--- src/rtl/synch_ram_arbiter_pkg.sv ---
// Shared types and constants for the two-port synch_ram arbiter.
// Pure declarations: no latency and no flow control.
package synch_ram_arb_pkg;

    localparam int ARB_AW = 16;
    localparam int ARB_DW = 8;

    localparam logic P0 = 1'b0;
    localparam logic P1 = 1'b1;

    typedef enum logic [1:0] {
        IDLE   = 2'b00,
        STROBE = 2'b01,
        DONE   = 2'b10
    } state_t;

endpackage

--- src/rtl/synch_ram_arbiter_rr_arb2.sv ---
// Combinational 2-way round-robin pick with an optional hold for the previous owner.
// Zero latency; no backpressure (the caller decides when the pick is taken).
module rr_arb2 (
    input  logic i_req0,
    input  logic i_req1,
    input  logic i_last,
    input  logic i_lock,
    output logic o_winner,
    output logic o_any
);

    always_comb begin
        o_any = i_req0 | i_req1;
        // A held lock only wins if its owner is still asking.
        if (i_lock && (i_last ? i_req1 : i_req0)) begin
            o_winner = i_last;
        end else if (i_req0 && i_req1) begin
            o_winner = ~i_last;
        end else begin
            o_winner = i_req1;
        end
    end

endmodule

--- src/rtl/synch_ram_arbiter.sv ---
// Round-robin sharing of one synch_ram between two req/ack ports; optional SYNCH_RAM_ARB_LOCK_EN burst lock.
// Latency: ack 3 cycles after req sampled in IDLE; backpressure: req held until ack, max 1 access / 3 cycles.
module synch_ram_arbiter
    import synch_ram_arb_pkg::*;
#(
    parameter int AW = ARB_AW,
    parameter int DW = ARB_DW
) (
    input  logic          clk,
    input  logic          rst,
`ifdef SYNCH_RAM_ARB_LOCK_EN
    input  logic          lock0,
    input  logic          lock1,
`endif
    input  logic          req0,
    input  logic          we0,
    input  logic [AW-1:0] addr0,
    input  logic [DW-1:0] wdata0,
    output logic          ack0,
    output logic [DW-1:0] rdata0,
    input  logic          req1,
    input  logic          we1,
    input  logic [AW-1:0] addr1,
    input  logic [DW-1:0] wdata1,
    output logic          ack1,
    output logic [DW-1:0] rdata1,
    output logic          gnt_id,
    output logic          ram_cs,
    output logic          ram_wen,
    output logic          ram_ren,
    output logic [AW-1:0] ram_addr,
    output logic [DW-1:0] ram_wdata,
    input  logic [DW-1:0] ram_rdata
);

    state_t r_state;
    logic   r_last;
    logic   r_we;
    logic   w_winner;
    logic   w_any;
    logic   w_lock;

`ifdef SYNCH_RAM_ARB_LOCK_EN
    logic r_lock_hold;
    assign w_lock = r_lock_hold;
`else
    assign w_lock = 1'b0;
`endif

    rr_arb2 u_rr_arb2 (
        .i_req0   (req0),
        .i_req1   (req1),
        .i_last   (r_last),
        .i_lock   (w_lock),
        .o_winner (w_winner),
        .o_any    (w_any)
    );

    logic          w_sel_we;
    logic [AW-1:0] w_sel_addr;
    logic [DW-1:0] w_sel_wdata;

    assign w_sel_we    = w_winner ? we1    : we0;
    assign w_sel_addr  = w_winner ? addr1  : addr0;
    assign w_sel_wdata = w_winner ? wdata1 : wdata0;

    always_ff @(posedge clk) begin
        if (rst) begin
            r_state   <= IDLE;
            r_last    <= P1;
            r_we      <= 1'b0;
            gnt_id    <= P0;
            ack0      <= 1'b0;
            ack1      <= 1'b0;
            rdata0    <= '0;
            rdata1    <= '0;
            ram_cs    <= 1'b0;
            ram_wen   <= 1'b0;
            ram_ren   <= 1'b0;
            ram_addr  <= '0;
            ram_wdata <= '0;
`ifdef SYNCH_RAM_ARB_LOCK_EN
            r_lock_hold <= 1'b0;
`endif
        end else begin
            ack0 <= 1'b0;
            ack1 <= 1'b0;
            case (r_state)
                IDLE: begin
`ifdef SYNCH_RAM_ARB_LOCK_EN
                    r_lock_hold <= 1'b0;
`endif
                    if (w_any) begin
                        r_state   <= STROBE;
                        gnt_id    <= w_winner;
                        r_last    <= w_winner;
                        r_we      <= w_sel_we;
                        ram_cs    <= 1'b1;
                        ram_wen   <= w_sel_we;
                        ram_ren   <= ~w_sel_we;
                        ram_addr  <= w_sel_addr;
                        ram_wdata <= w_sel_wdata;
                    end
                end
                STROBE: begin
                    // The RAM samples its controls on this edge; drop them for DONE.
                    r_state <= DONE;
                    ram_cs  <= 1'b0;
                    ram_wen <= 1'b0;
                    ram_ren <= 1'b0;
                end
                DONE: begin
                    r_state <= IDLE;
                    if (gnt_id) begin
                        ack1 <= 1'b1;
                        if (!r_we) rdata1 <= ram_rdata;
                    end else begin
                        ack0 <= 1'b1;
                        if (!r_we) rdata0 <= ram_rdata;
                    end
`ifdef SYNCH_RAM_ARB_LOCK_EN
                    r_lock_hold <= gnt_id ? (lock1 & req1) : (lock0 & req0);
`endif
                end
                default: r_state <= IDLE;
            endcase
        end
    end

endmodule
--- config.mk ---
export PLATFORM = sky130hd
export DESIGN_NAME = synch_ram_arbiter
export DESIGN_NICKNAME = d
export VERILOG_FILES = /design/src/rtl/synch_ram_arbiter_pkg.sv /design/src/rtl/synch_ram_arbiter_rr_arb2.sv /design/src/rtl/synch_ram_arbiter.sv
export SDC_FILE = /design/constraint.sdc
export NUM_CORES = 1
export LEC_CHECK = 0
export BUFFER_PORTS_ARGS = -buffer_cell sky130_fd_sc_hd__buf_2
export CORE_UTILIZATION = 47
export DETAILED_ROUTE_END_ITERATION = 8
export PLACE_DENSITY = 0.91
export SLEW_MARGIN = 5
export SYNTH_ARGS = -nofsm -noshare
export SYNTH_HDL_FRONTEND = slang
export SYNTH_SLANG_ARGS = --single-unit
--- constraint.sdc ---
create_clock -name clk -period 4.4 [get_ports clk]
set_clock_uncertainty 0.1 [all_clocks]
set_input_delay 0 -clock clk [delete_from_list [all_inputs] [get_ports clk]]
set_output_delay 0 -clock clk [all_outputs]
set_load 0.05 [all_outputs]
Word-level counts from Yosys, hierarchy flattened
Cells that the tools add are included.

Register bits: 50. Input bits: 62. Output and inout bits: 46. Logic and storage cells: 44.

Equal/unequal tests: 3. Muxes and demuxes: 14. Bitwise operators: 6. Reduce and logical (&&, ||, !) cells: 8.

Operators by type and width (number): $mux 16 (1); $mux 8 (1); $mux 1 (7); $pmux 1 s2 (3); $reduce_and 3->1 (2); $not 1->1 (5); $pmux 2 s2 (1); $reduce_and 2->1 (2); $eq 2x1->1 const B (1); $eq 2x2->1 const B (1); $logic_not 2->1 (1); $mux 2 (1); $ne 2x1->1 const B (1); $reduce_bool 2->1 (1); $reduce_or 2->1 (1); $logic_and 1x1->1 (1); $or 1x1->1 (1).

Logic depth before layout (Yosys ltp)
Gate-level depths: netlist of the first run.

Word-level depth: 6. Depth in mapped cells: 5. Depth with buffers taken out: 4.

Modules after synthesis
Synthesis of the first run repeated with hierarchy kept, for this count alone.

Cell total of the unflattened synthesis: 213. Area total of the unflattened synthesis: 2019.4 µm².

By module, submodules not included: synch_ram_arbiter (times used 1, cells each 210, area each 1996.9 µm²); rr_arb2 (times used 1, cells each 3, area each 22.5 µm²).

Worst setup path before layout of the first run
No wires, ideal clock.

Path kind: reg-to-reg. Start point: register gnt_id. End point: register rdata1[0]. Library setup time: 128 ps. Arrival: 1452 ps. Required time: 4172 ps. Setup slack: 2720 ps. Stages on the path, launching flop included: 5. Path buffers: 1. Period minus slack after synthesis: 1680 ps. Cells stage by stage: dfxtp_1 nor4b_1 buf_4 mux2i_1 nor2_1.

Word-level cells in the longest chain between the ends: 1.

Ends and longest elaborated chain: start: declaration (line synch_ram_arbiter.sv:27) `output logic gnt_id,`; start signal: assignment (line synch_ram_arbiter.sv:95) `gnt_id <= w_winner;`; $reduce_and 3->1 (no line); end signal: assignment (line synch_ram_arbiter.sv:116) `if (!r_we) rdata1 <= ram_rdata;`; end: declaration (line synch_ram_arbiter.sv:26) `output logic [DW-1:0] rdata1,`.

No other way between the ends. A chain may end at the register's enable or synchronous reset.

Final worst setup path of the first run
Start point: register r_last. End point: register ram_wdata[5].

Word-level cells in the longest chain between the ends: 3.

Ends and longest elaborated chain: start: declaration (line synch_ram_arbiter.sv:37) `logic r_last;`; start signal: assignment (line synch_ram_arbiter.sv:96) `r_last <= w_winner;`; $not 1->1 (line synch_ram_arbiter_rr_arb2.sv:18) `o_winner = ~i_last;`; $mux 1 (line synch_ram_arbiter_rr_arb2.sv:17) `end else if (i_req0 && i_req1) begin`; $mux 8 (line synch_ram_arbiter.sv:65) `assign w_sel_wdata = w_winner ? wdata1 : wdata0;`; end signal: assignment (line synch_ram_arbiter.sv:102) `ram_wdata <= w_sel_wdata;`; end: declaration (line synch_ram_arbiter.sv:32) `output logic [DW-1:0] ram_wdata,`.

No other way between the ends.

==> results.py, run 1 <==
metrics = {
    "status": {
        "run_status": "complete, no violations",
    },
    "die": {
        "start_util_pct": 49.6,
        "die_area_sq_um": 4550,
        "core_sq_um": 4060,
        "num_rows": 23,
        "ios": 108,
        "die_y_microns": 67.4,
        "die_w_microns": 67.4,
    },
    "timing": {
        "whs_ns": 0.0190,
        "final-setup-viol-count": 0,
        "slew_viol_final": 0,
        "setup_tns_ns": 0,
        "slew_headroom_pct": 26.4,
        "max_freq_mhz": 397,
        "finalCritPeriodShare_pct": 57.2,
        "rsz0062_at_grt": "false",
        "worst_slack_ns": 1.88,
        "fin_crit_ns": 2.52,
        "hold_viol": 0,
        "tightest_slew_ns": 1.10,
    },
    "worst_setup_path": {
        "critPathMaxFanout": 26,
        "reg2regPathDepth": 4,
        "cp.arrival_ns": 2.61,
        "end_kind": "flip-flop",
        "crit_type": "reg -> reg",
        "crit_required_ns": 4.50,
        "startpoint_type": "flip-flop",
    },
    "placement": {
        "place_hpwl_microns": 3180,
        "portBuffers": 107,
        "place_congestion": 0.739,
        "dp_slack_ns": 2.31,
    },
    "grt": {
        "grt.overflow.total": 0,
        "grtUsageTotal_pct": 29.9,
        "grt_pass1_vias": 2112,
        "grt_max_degree": 53,
        "grt_first_pass_wirelength_microns": 9740,
        "grt_antenna_before_repair": 0,
    },
    "detailed_routing": {
        "drtIter0Drc": 117,
        "firstDrtPassIters": 4,
        "remaining_drc_errors": 0,
        "avgViaCountPerCell": 5.30,
        "ant_nets": 0,
        "num_vias": 2196,
        "routed_wl_microns": 6610,
        "wl_per_cell_microns": 16.0,
    },
    "logic_synthesis": {
        "synth-seq-cells": 50,
        "synth_top_family_by_area": "multiplexers",
        "yosys.area.top_type_share_pct": 49.8,
        "yosys.area_share.simple_pct": 15.4,
        "synth.largest_area_cell": "dfxtp_1",
        "synthFlopType": "dfxtp_1",
        "synthMostInstantiatedCell": "dfxtp_1",
        "synth_common_cells": "50 x dfxtp_1, 36 x nor2_1, 33 x mux2i_1",
        "yosys_warnings": 0,
        "syn_area_sq_um": 2010,
        "seq_area_frac_synth_pct": 49.8,
        "synth_compound_area_share_pct": 13.6,
        "synth_edf_count": 0,
        "synth.area.top_cells": "dfxtp_1 50%, mux2i_1 16%, a211oi_1 9.3%",
        "synthAdderAreaFrac_pct": 0,
        "yosys.area_share.xor_xnor_pct": 0,
        "ys_types": 23,
        "synthMuxAreaShare_pct": 16.4,
        "synthCells": 206,
        "synthArstFlopShare_pct": 0,
        "syn-num-nets": 268,
        "avgSynthCellArea_sq_um": 9.77,
    },
    "clock_network": {
        "cts_made_buffers": 5,
        "root_buffer": "clkbuf_8",
        "htree_levels": 2,
        "clock_path_buffers": 2,
        "cts.sinks": 50,
        "cts_tree": "done",
        "clock_latency_ns": 0.31,
        "clk_pin_slew_ns": 0.08,
    },
    "job": {
        "drv_cap": 0,
    },
    "hold_path": {
        "hold_path_class": "in -> reg",
        "holdPathStages": 3,
    },
    "cells_and_area": {
        "syn2layout_area_growth_pct": 60.5,
        "final_core_util_pct": 79.6,
        "finalNetCount": 425,
        "antennaDiodeCount": 0,
        "drive_gt1_share_pct": 33.8,
        "fillCellCount": 236,
    },
    "power": {
        "power_density_nw_per_um2": 366,
        "leakagePower_uw": 0.00148,
        "fin_total_pwr_uw": 1180,
        "ir_drop_mv": 0.223,
    },
}
sequential cells by signal, indices dropped and copies added, names as in the netlist, 2 cells and up:
register and cells:
r_state 2, ram_addr 16, ram_wdata 8, rdata0 8, rdata1 8
layout make-up:
cell class | count | area (sq um) | area share [%]
sequential | 50 | 1000 | 31.0
clock buffer | 5 | 68.8 | 2.13
inverter | 1 | 3.75 | 0.116
clock inverter | 3 | 40.0 | 1.24
multi-input combinational | 139 | 930 | 28.8
timing repair buffer | 166 | 1120 | 34.8
tap | 50 | 62.6 | 1.94
metal layers:
layer	track usage (%)	share of wire [%]	vias up
li1	-	-	1036
met4	12.8	3.0	0
met3	10.1	8.6	23
met5	0	0	-
met2	53.3	51	122
met1	31.7	38	1015
metrics by stage:
step	cell area, sq um	cells
final	3230	414
after CTS	3230	414
after detailed placement	2540	348
after global routing	3230	414
after floorplan	2010	206
after global placement	2540	348
power by group:
group | total, uW | switching [uW] | internal (uW)
registers | 515 | 26.9 | 488
clock network | 320 | 153 | 167
logic | 348 | 219 | 129
total | 1180 | 398 | 785
logic make-up (layout without fill, tap and decap cells):
| kind of cell | Yosys count | count (layout) |
|---|---|---|
| simple gates | 66 | 66 |
| mux | 33 | 33 |
| buf+inv | 17 | 175 |
| compound gates | 40 | 40 |
| flops | 50 | 50 |
worst max-delay path, stage by stage (launching register included):
cell and delay, ns:
dfxtp_1 0.35, a21boi_4 0.85, mux2i_1 0.18, dlygate4sd3_1 0.61
a211oi_1 0.31
placed cells by master (no fill, tap or decap), drive strengths merged:
master         n
dlygate4sd3   58
a211oi        25
nor3           1
or4            1
clkinv         2
a21oi         11
nor3b          1
nand3b         1
bufinv         1
nor2          36
nor4           2
nand2         21
buf          108
mux2i         33
o21a           1
or3            1
dfxtp         50
inv            1
a21boi         2
nor4b          2
clkbuf         5
o31ai          1
worst paths after layout:
path,from,end,slack (ns)
worst max-delay path,r_last$_SDFFE_PP1P_,ram_wdata[5]$_SDFFE_PP0P_,1.88
worst min-delay path,we1,ram_wen$_SDFFE_PP0P_,0.02
worst max register to register,r_last$_SDFFE_PP1P_,ram_wdata[5]$_SDFFE_PP0P_,1.88
worst min register to register,rdata0[4]$_SDFFE_PP0P_,rdata0[4]$_SDFFE_PP0P_,0.36
what timing repair did:
item | CTS | global route
endpoints found under the hold margin | 41 | 0
hold buffers | 58 | 0
buffers inserted | 0 | 0
gates resized for setup | 0 | 0
No activity file was read; power rests on OpenSTA's default activity.
==> inputs of run 2 (changes only) <==
CORE_UTILIZATION = 44   (was 47)
PLACE_DENSITY = 0.87   (was 0.91)
clock period = 2.6 ns   (was 4.4 ns; I/O delays follow)
==> run 2 against run 1 <==
Against the previous run: clock-buffer cell count increased by 1; die area is 6.6% higher; first-iteration DRC count shrank 21%; clock power grew 48%.
==> results.py, run 2 (synthesized netlist as in run 1, its figures left out) <==
metrics = {
    "clock_network": {
        "clk_pin_slew_ns": 0.09,
        "htree_levels": 2,
        "clock_path_buffers": 2,
        "post-cts-setup-buffers": 0,
        "root_buffer": "clkbuf_8",
        "cts_tree": "done",
        "cts_resized": 0,
        "clock_latency_ns": 0.30,
        "cts.sinks": 50,
        "cts_made_buffers": 5,
    },
    "worst_setup_path": {
        "cp.depth": 7,
        "end_kind": "flip-flop",
        "crit_start": "req0",
        "cpPeakStageDelay_ns": 0.59,
        "startpoint_type": "input pin",
        "crit_type": "in -> reg",
        "rrSetupSlack_ns": 0.46,
        "critical_path.top_delay_family": "buffers and inverters",
        "critPathSlowestCell": "dlygate4sd3_1",
        "cp_cell_sequence": "dlygate4sd3_1, buf_2, a21boi_4, buf_4, mux2i_1, dlygate4sd3_1, a211oi_1",
        "critPathMaxFanout": 24,
        "reg2regPathDepth": 5,
        "cpMostUsedCell": "dlygate4sd3_1",
        "worst-path-buf-inv": 4,
        "crit_path_end": "ram_wdata[7]$_SDFFE_PP0P_",
        "crit_required_ns": 2.70,
        "rr_endpoint": "ram_wdata[7]$_SDFFE_PP0P_",
        "worstReg2RegStart": "r_last$_SDFFE_PP1P_",
        "cp.arrival_ns": 2.27,
    },
    "power": {
        "p_switching_uw": 672,
        "ir_drop_mv": 0.442,
        "switching_share_pct": 34.8,
        "combPwrFrac_pct": 30.4,
        "clockPowerShare_pct": 24.5,
        "internal-power_uw": 1260,
        "power_density_nw_per_um2": 598,
        "leakagePower_uw": 0.00148,
        "seq_power_share_pct": 45.1,
    },
    "hold_path": {
        "hold_path_class": "in -> reg",
    },
    "die": {
        "die_w_microns": 69.6,
        "num_rows": 24,
        "die_area_sq_um": 4850,
        "core_sq_um": 4380,
        "start_util_pct": 45.9,
        "ios": 108,
        "die_y_microns": 69.6,
    },
    "cells_and_area": {
        "regMostFlops": "ram_addr",
        "largest_reg_flops": 16,
        "drive_gt1_share_pct": 34.4,
        "fin_area_sq_um": 3230,
        "finalNetCount": 427,
        "antennaDiodeCount": 0,
        "layout_commonest_cell": "buf_2",
        "layout_common_cells": "107 x buf_2, 57 x dlygate4sd3_1, 50 x dfxtp_1, 36 x nor2_1, 33 x mux2i_1",
        "layout.cells.non_filler": 418,
        "syn2layout_area_growth_pct": 60.6,
    },
    "placement": {
        "place_hpwl_microns": 3320,
        "dp_slack_ns": 0.992,
        "portBuffers": 107,
        "postPlaceCellArea_sq_um": 2560,
        "place_inst": 353,
        "place_congestion": 0.762,
    },
    "timing": {
        "tightest_slew_ns": 0.530,
        "slew_headroom_pct": 64.7,
        "slew_viol_final": 0,
        "rsz0062_at_grt": "false",
        "final-setup-viol-count": 0,
        "setup_tns_ns": 0,
        "finalCritPeriodShare_pct": 83.4,
        "worst_slack_ns": 0.432,
        "hold_viol": 0,
        "fin_crit_ns": 2.17,
        "max_freq_mhz": 461,
    },
    "detailed_routing": {
        "num_vias": 2163,
        "drtIter0Drc": 93,
        "ant_nets": 0,
        "wl_per_cell_microns": 15.3,
        "avgViaCountPerCell": 5.17,
        "remaining_drc_errors": 0,
        "firstDrtPassIters": 4,
        "routed_wl_microns": 6410,
    },
    "grt": {
        "grtUsageTotal_pct": 26.3,
        "grt.overflow.total": 0,
        "grt_max_degree": 53,
        "grt_pass1_vias": 2144,
        "grt_first_pass_wirelength_microns": 9890,
        "grt_antenna_before_repair": 0,
    },
    "job": {
        "drv_cap": 0,
    },
    "status": {
        "run_status": "complete, no violations",
    },
}
==> run 2: changes by cell type in the layout (fill, tap and decap cells not counted) <==
cell,before,now
buf_4,1,4
bufinv_16,1,0
clkbuf_8,5,6
clkinv_2,2,1
clkinvlp_4,0,1
dlygate4sd3_1,58,57
==> run 2: cell type report <==
cell class / instances / area [sq um]
Sequential cell: 50 / 1000
Inverter: 1 / 3.75
Timing Repair Buffer: 168 / 1140
Tap cell: 52 / 65.1
Fill cell: 278 / 1150
Multi-Input combinational cell: 139 / 930
Clock buffer: 6 / 82.6
Clock inverter: 2 / 12.5
==> run 2: power by group through the flow <==
stage | sequential, uW | clock [uW] | combinational [uW]
finish | 870 | 473 | 587
global route | 876 | 517 | 618
CTS | 867 | 477 | 561
detailed placement | 884 | 0 | 479
global placement | 882 | 0 | 469
floorplan | 1060 | 0 | 170
==> run 2: layer usage <==
layer / wire length [microns] / share of wire, % / vias to the layer above / track usage [%]
li1: - / - / 1044 / -
met1: 2470 / 39 / 983 / 27.6
met2: 3230 / 50 / 119 / 48.1
met3: 571 / 8.9 / 17 / 9.88
met4: 131 / 2.0 / 0 / 8.89
met5: 0 / 0 / - / 0
==> run 2: tightest hold or removal path, delay by kind of cell <==
family | cells | cell delay [ns]
muxes | 1 | 0.16
AOI/OAI and AO/OA | 1 | 0.10
buffers and inverters | 1 | 0.09
==> run 2: through the flow <==
step | hold WS (ns) | power, uW | utilization (%)
6_report | 0.000385 | 1930 | 73.7
5_1_grt | 0.00546 | 2010 | 73.7
4_1_cts | 0.00834 | 1910 | 73.5
3_5_place_dp | 0.162 | 1360 | 58.5
3_3_place_gp | 0.157 | 1350 | 58.5
2_1_floorplan | 0.0360 | 1230 | -
==> run 2: what timing repair did <==
item,4_1_cts,5_1_grt
hold endpoints to repair,42,1
hold buffers,56,1
endpoints found under the setup margin,0,0
==> run 2: worst min-delay path by stage <==
stage / startpoint / end / slack (ns) / cells after the start
2_1_floorplan: ram_rdata[0] / rdata0[0]$_SDFFE_PP0P_ / 0.04 / 2
3_3_place_gp: ram_rdata[2] / rdata1[2]$_SDFFE_PP0P_ / 0.16 / 3
3_5_place_dp: ram_rdata[0] / rdata0[0]$_SDFFE_PP0P_ / 0.16 / 3
4_1_cts: addr1[10] / ram_addr[10]$_SDFFE_PP0P_ / 0.008 / 3
5_1_grt: addr1[11] / ram_addr[11]$_SDFFE_PP0P_ / 0.005 / 3
6_report: addr1[10] / ram_addr[10]$_SDFFE_PP0P_ / 0.0004 / 3
==> inputs of run 3 (changes only) <==
CORE_UTILIZATION = 40   (was 44)
PLACE_DENSITY = 0.84   (was 0.87)
clock period = 1.75 ns   (was 2.6 ns; I/O delays follow)
==> run 3 against run 2 <==
Against the previous run: non-clock buffer count decreased by 3; first-iteration DRC count fell by 12%; critical path depth decreased by 2; clock power up 34%; die area grew 9.7%; routed wire length fell by 6.2%; flip-flop and latch count stayed put; critical endpoint is now rdata1[7]$_SDFFE_PP0P_; largest power group unchanged.
==> results.py, run 3 (synthesized netlist as in run 1, its figures left out) <==
metrics = {
    "status": {
        "run_status": "complete, no violations",
    },
    "clock_network": {
        "cts_tree": "done",
        "clk_pin_slew_ns": 0.08,
        "root_buffer": "clkbuf_8",
        "cts_made_buffers": 5,
        "cts.sinks": 50,
        "clock_path_buffers": 2,
        "post-cts-setup-buffers": 0,
        "clock_latency_ns": 0.28,
        "htree_levels": 2,
    },
    "timing": {
        "rsz0062_at_grt": "false",
        "final-setup-viol-count": 0,
        "finalCritPeriodShare_pct": 89.3,
        "whs_ns": 0.0122,
        "max_freq_mhz": 640,
        "worst_slack_ns": 0.187,
        "tightest_slew_ns": 0.512,
        "setup_tns_ns": 0,
        "slew_headroom_pct": 65.8,
        "slew_viol_final": 0,
        "fin_crit_ns": 1.56,
        "hold_viol": 0,
    },
    "detailed_routing": {
        "ant_nets": 0,
        "num_vias": 2093,
        "drtIter0Drc": 82,
        "firstDrtPassIters": 4,
        "wl_per_cell_microns": 14.0,
        "routed_wl_microns": 6010,
        "avgViaCountPerCell": 4.89,
        "remaining_drc_errors": 0,
    },
    "cells_and_area": {
        "regMostFlops": "ram_addr",
        "drive_gt1_share_pct": 34.3,
        "final_core_util_pct": 67.5,
        "multi_input_area_sq_um": 930,
        "antennaDiodeCount": 0,
        "layout_commonest_cell": "buf_2",
        "layout_common_cells": "107 x buf_2, 54 x dlygate4sd3_1, 50 x dfxtp_1, 36 x nor2_1, 33 x mux2i_1",
        "fillCellCount": 364,
        "largest_reg_flops": 16,
        "fin_area_sq_um": 3230,
        "seq_area_sq_um": 1000,
        "syn2layout_area_growth_pct": 60.6,
        "finalNetCount": 424,
    },
    "placement": {
        "place_hpwl_microns": 3340,
        "place_congestion": 0.747,
        "portBuffers": 107,
        "postPlaceCellArea_sq_um": 2610,
        "dp_slack_ns": 0.193,
    },
    "worst_setup_path": {
        "cp.arrival_ns": 1.61,
        "end_kind": "flip-flop",
        "worstReg2RegStart": "r_state[1]$_SDFFE_PP0P_",
        "rrSetupSlack_ns": 0.19,
        "startpoint_type": "flip-flop",
        "crit_start": "r_state[1]$_SDFFE_PP0P_",
        "crit_required_ns": 1.80,
        "critPathMaxFanout": 8,
        "crit_type": "reg -> reg",
    },
    "grt": {
        "grt_max_degree": 53,
        "grt.overflow.total": 0,
        "grt_antenna_before_repair": 0,
        "grtUsageTotal_pct": 22.8,
        "grt_first_pass_wirelength_microns": 9290,
        "grt_pass1_vias": 1980,
    },
    "die": {
        "die_w_microns": 72.9,
        "num_rows": 25,
        "die_y_microns": 72.9,
        "start_util_pct": 42.0,
        "ios": 108,
        "core_sq_um": 4790,
        "die_area_sq_um": 5320,
    },
    "hold_path": {
        "hold_path_class": "in -> reg",
        "min-delay-start": "addr1[8]",
    },
    "power": {
        "ir_drop_mv": 0.461,
        "power_density_nw_per_um2": 854,
        "leakagePower_uw": 0.00147,
    },
    "job": {
        "drv_cap": 0,
    },
}
==> run 3: per-stage QoR <==
step / total power, uW / std cells
3_3_place_gp: 2020 / 368
2_1_floorplan: 1830 / 206
5_1_grt: 2890 / 428
4_1_cts: 2760 / 427
3_5_place_dp: 2040 / 368
6_report: 2760 / 428
==> run 3: metal layers <==
layer,vias to the layer above,global-route usage (%),part of all wire [%]
li1,1032,-,-
met1,938,26.6,42
met2,107,39.0,48
met3,16,6.91,7.5
met4,0,9.15,2.6
met5,-,0,0
==> run 3: final timing paths <==
kind                                                  to  depth (start not counted)
worst max-delay path              rdata1[7]$_SDFFE_PP0P_                          5
worst min-delay path            ram_addr[8]$_SDFFE_PP0P_                          3
worst max register to register    rdata1[7]$_SDFFE_PP0P_                          5
worst min register to register      ram_ren$_SDFFE_PP0P_                          2
==> run 3: layout make-up <==
cell class                      instances  area share [%]
Timing Repair Buffer                  165            35.0
Clock buffer                            6            2.56
Sequential cell                        50            31.0
Tap cell                               67            2.59
Inverter                                1           0.116
Multi-Input combinational cell        139            28.8
==> run 3: critical path, stage by stage, from the launching register on <==
cell,delay (ns)
dfxtp_1,0.45
inv_2,0.11
nor4b_2,0.28
buf_4,0.23
mux2i_1,0.20
nor2_1,0.06
==> run 3: power breakdown <==
part	leakage, uW	internal [uW]	switching [uW]	total (uW)
clock network	0.0000431	305	330	635
logic	0.00101	306	530	836
registers	0.000411	1230	60.6	1290
==> run 3: timing repair <==
item	CTS	global route
hold endpoints to repair	40	1
hold buffers	53	1
gates resized for setup	0	0
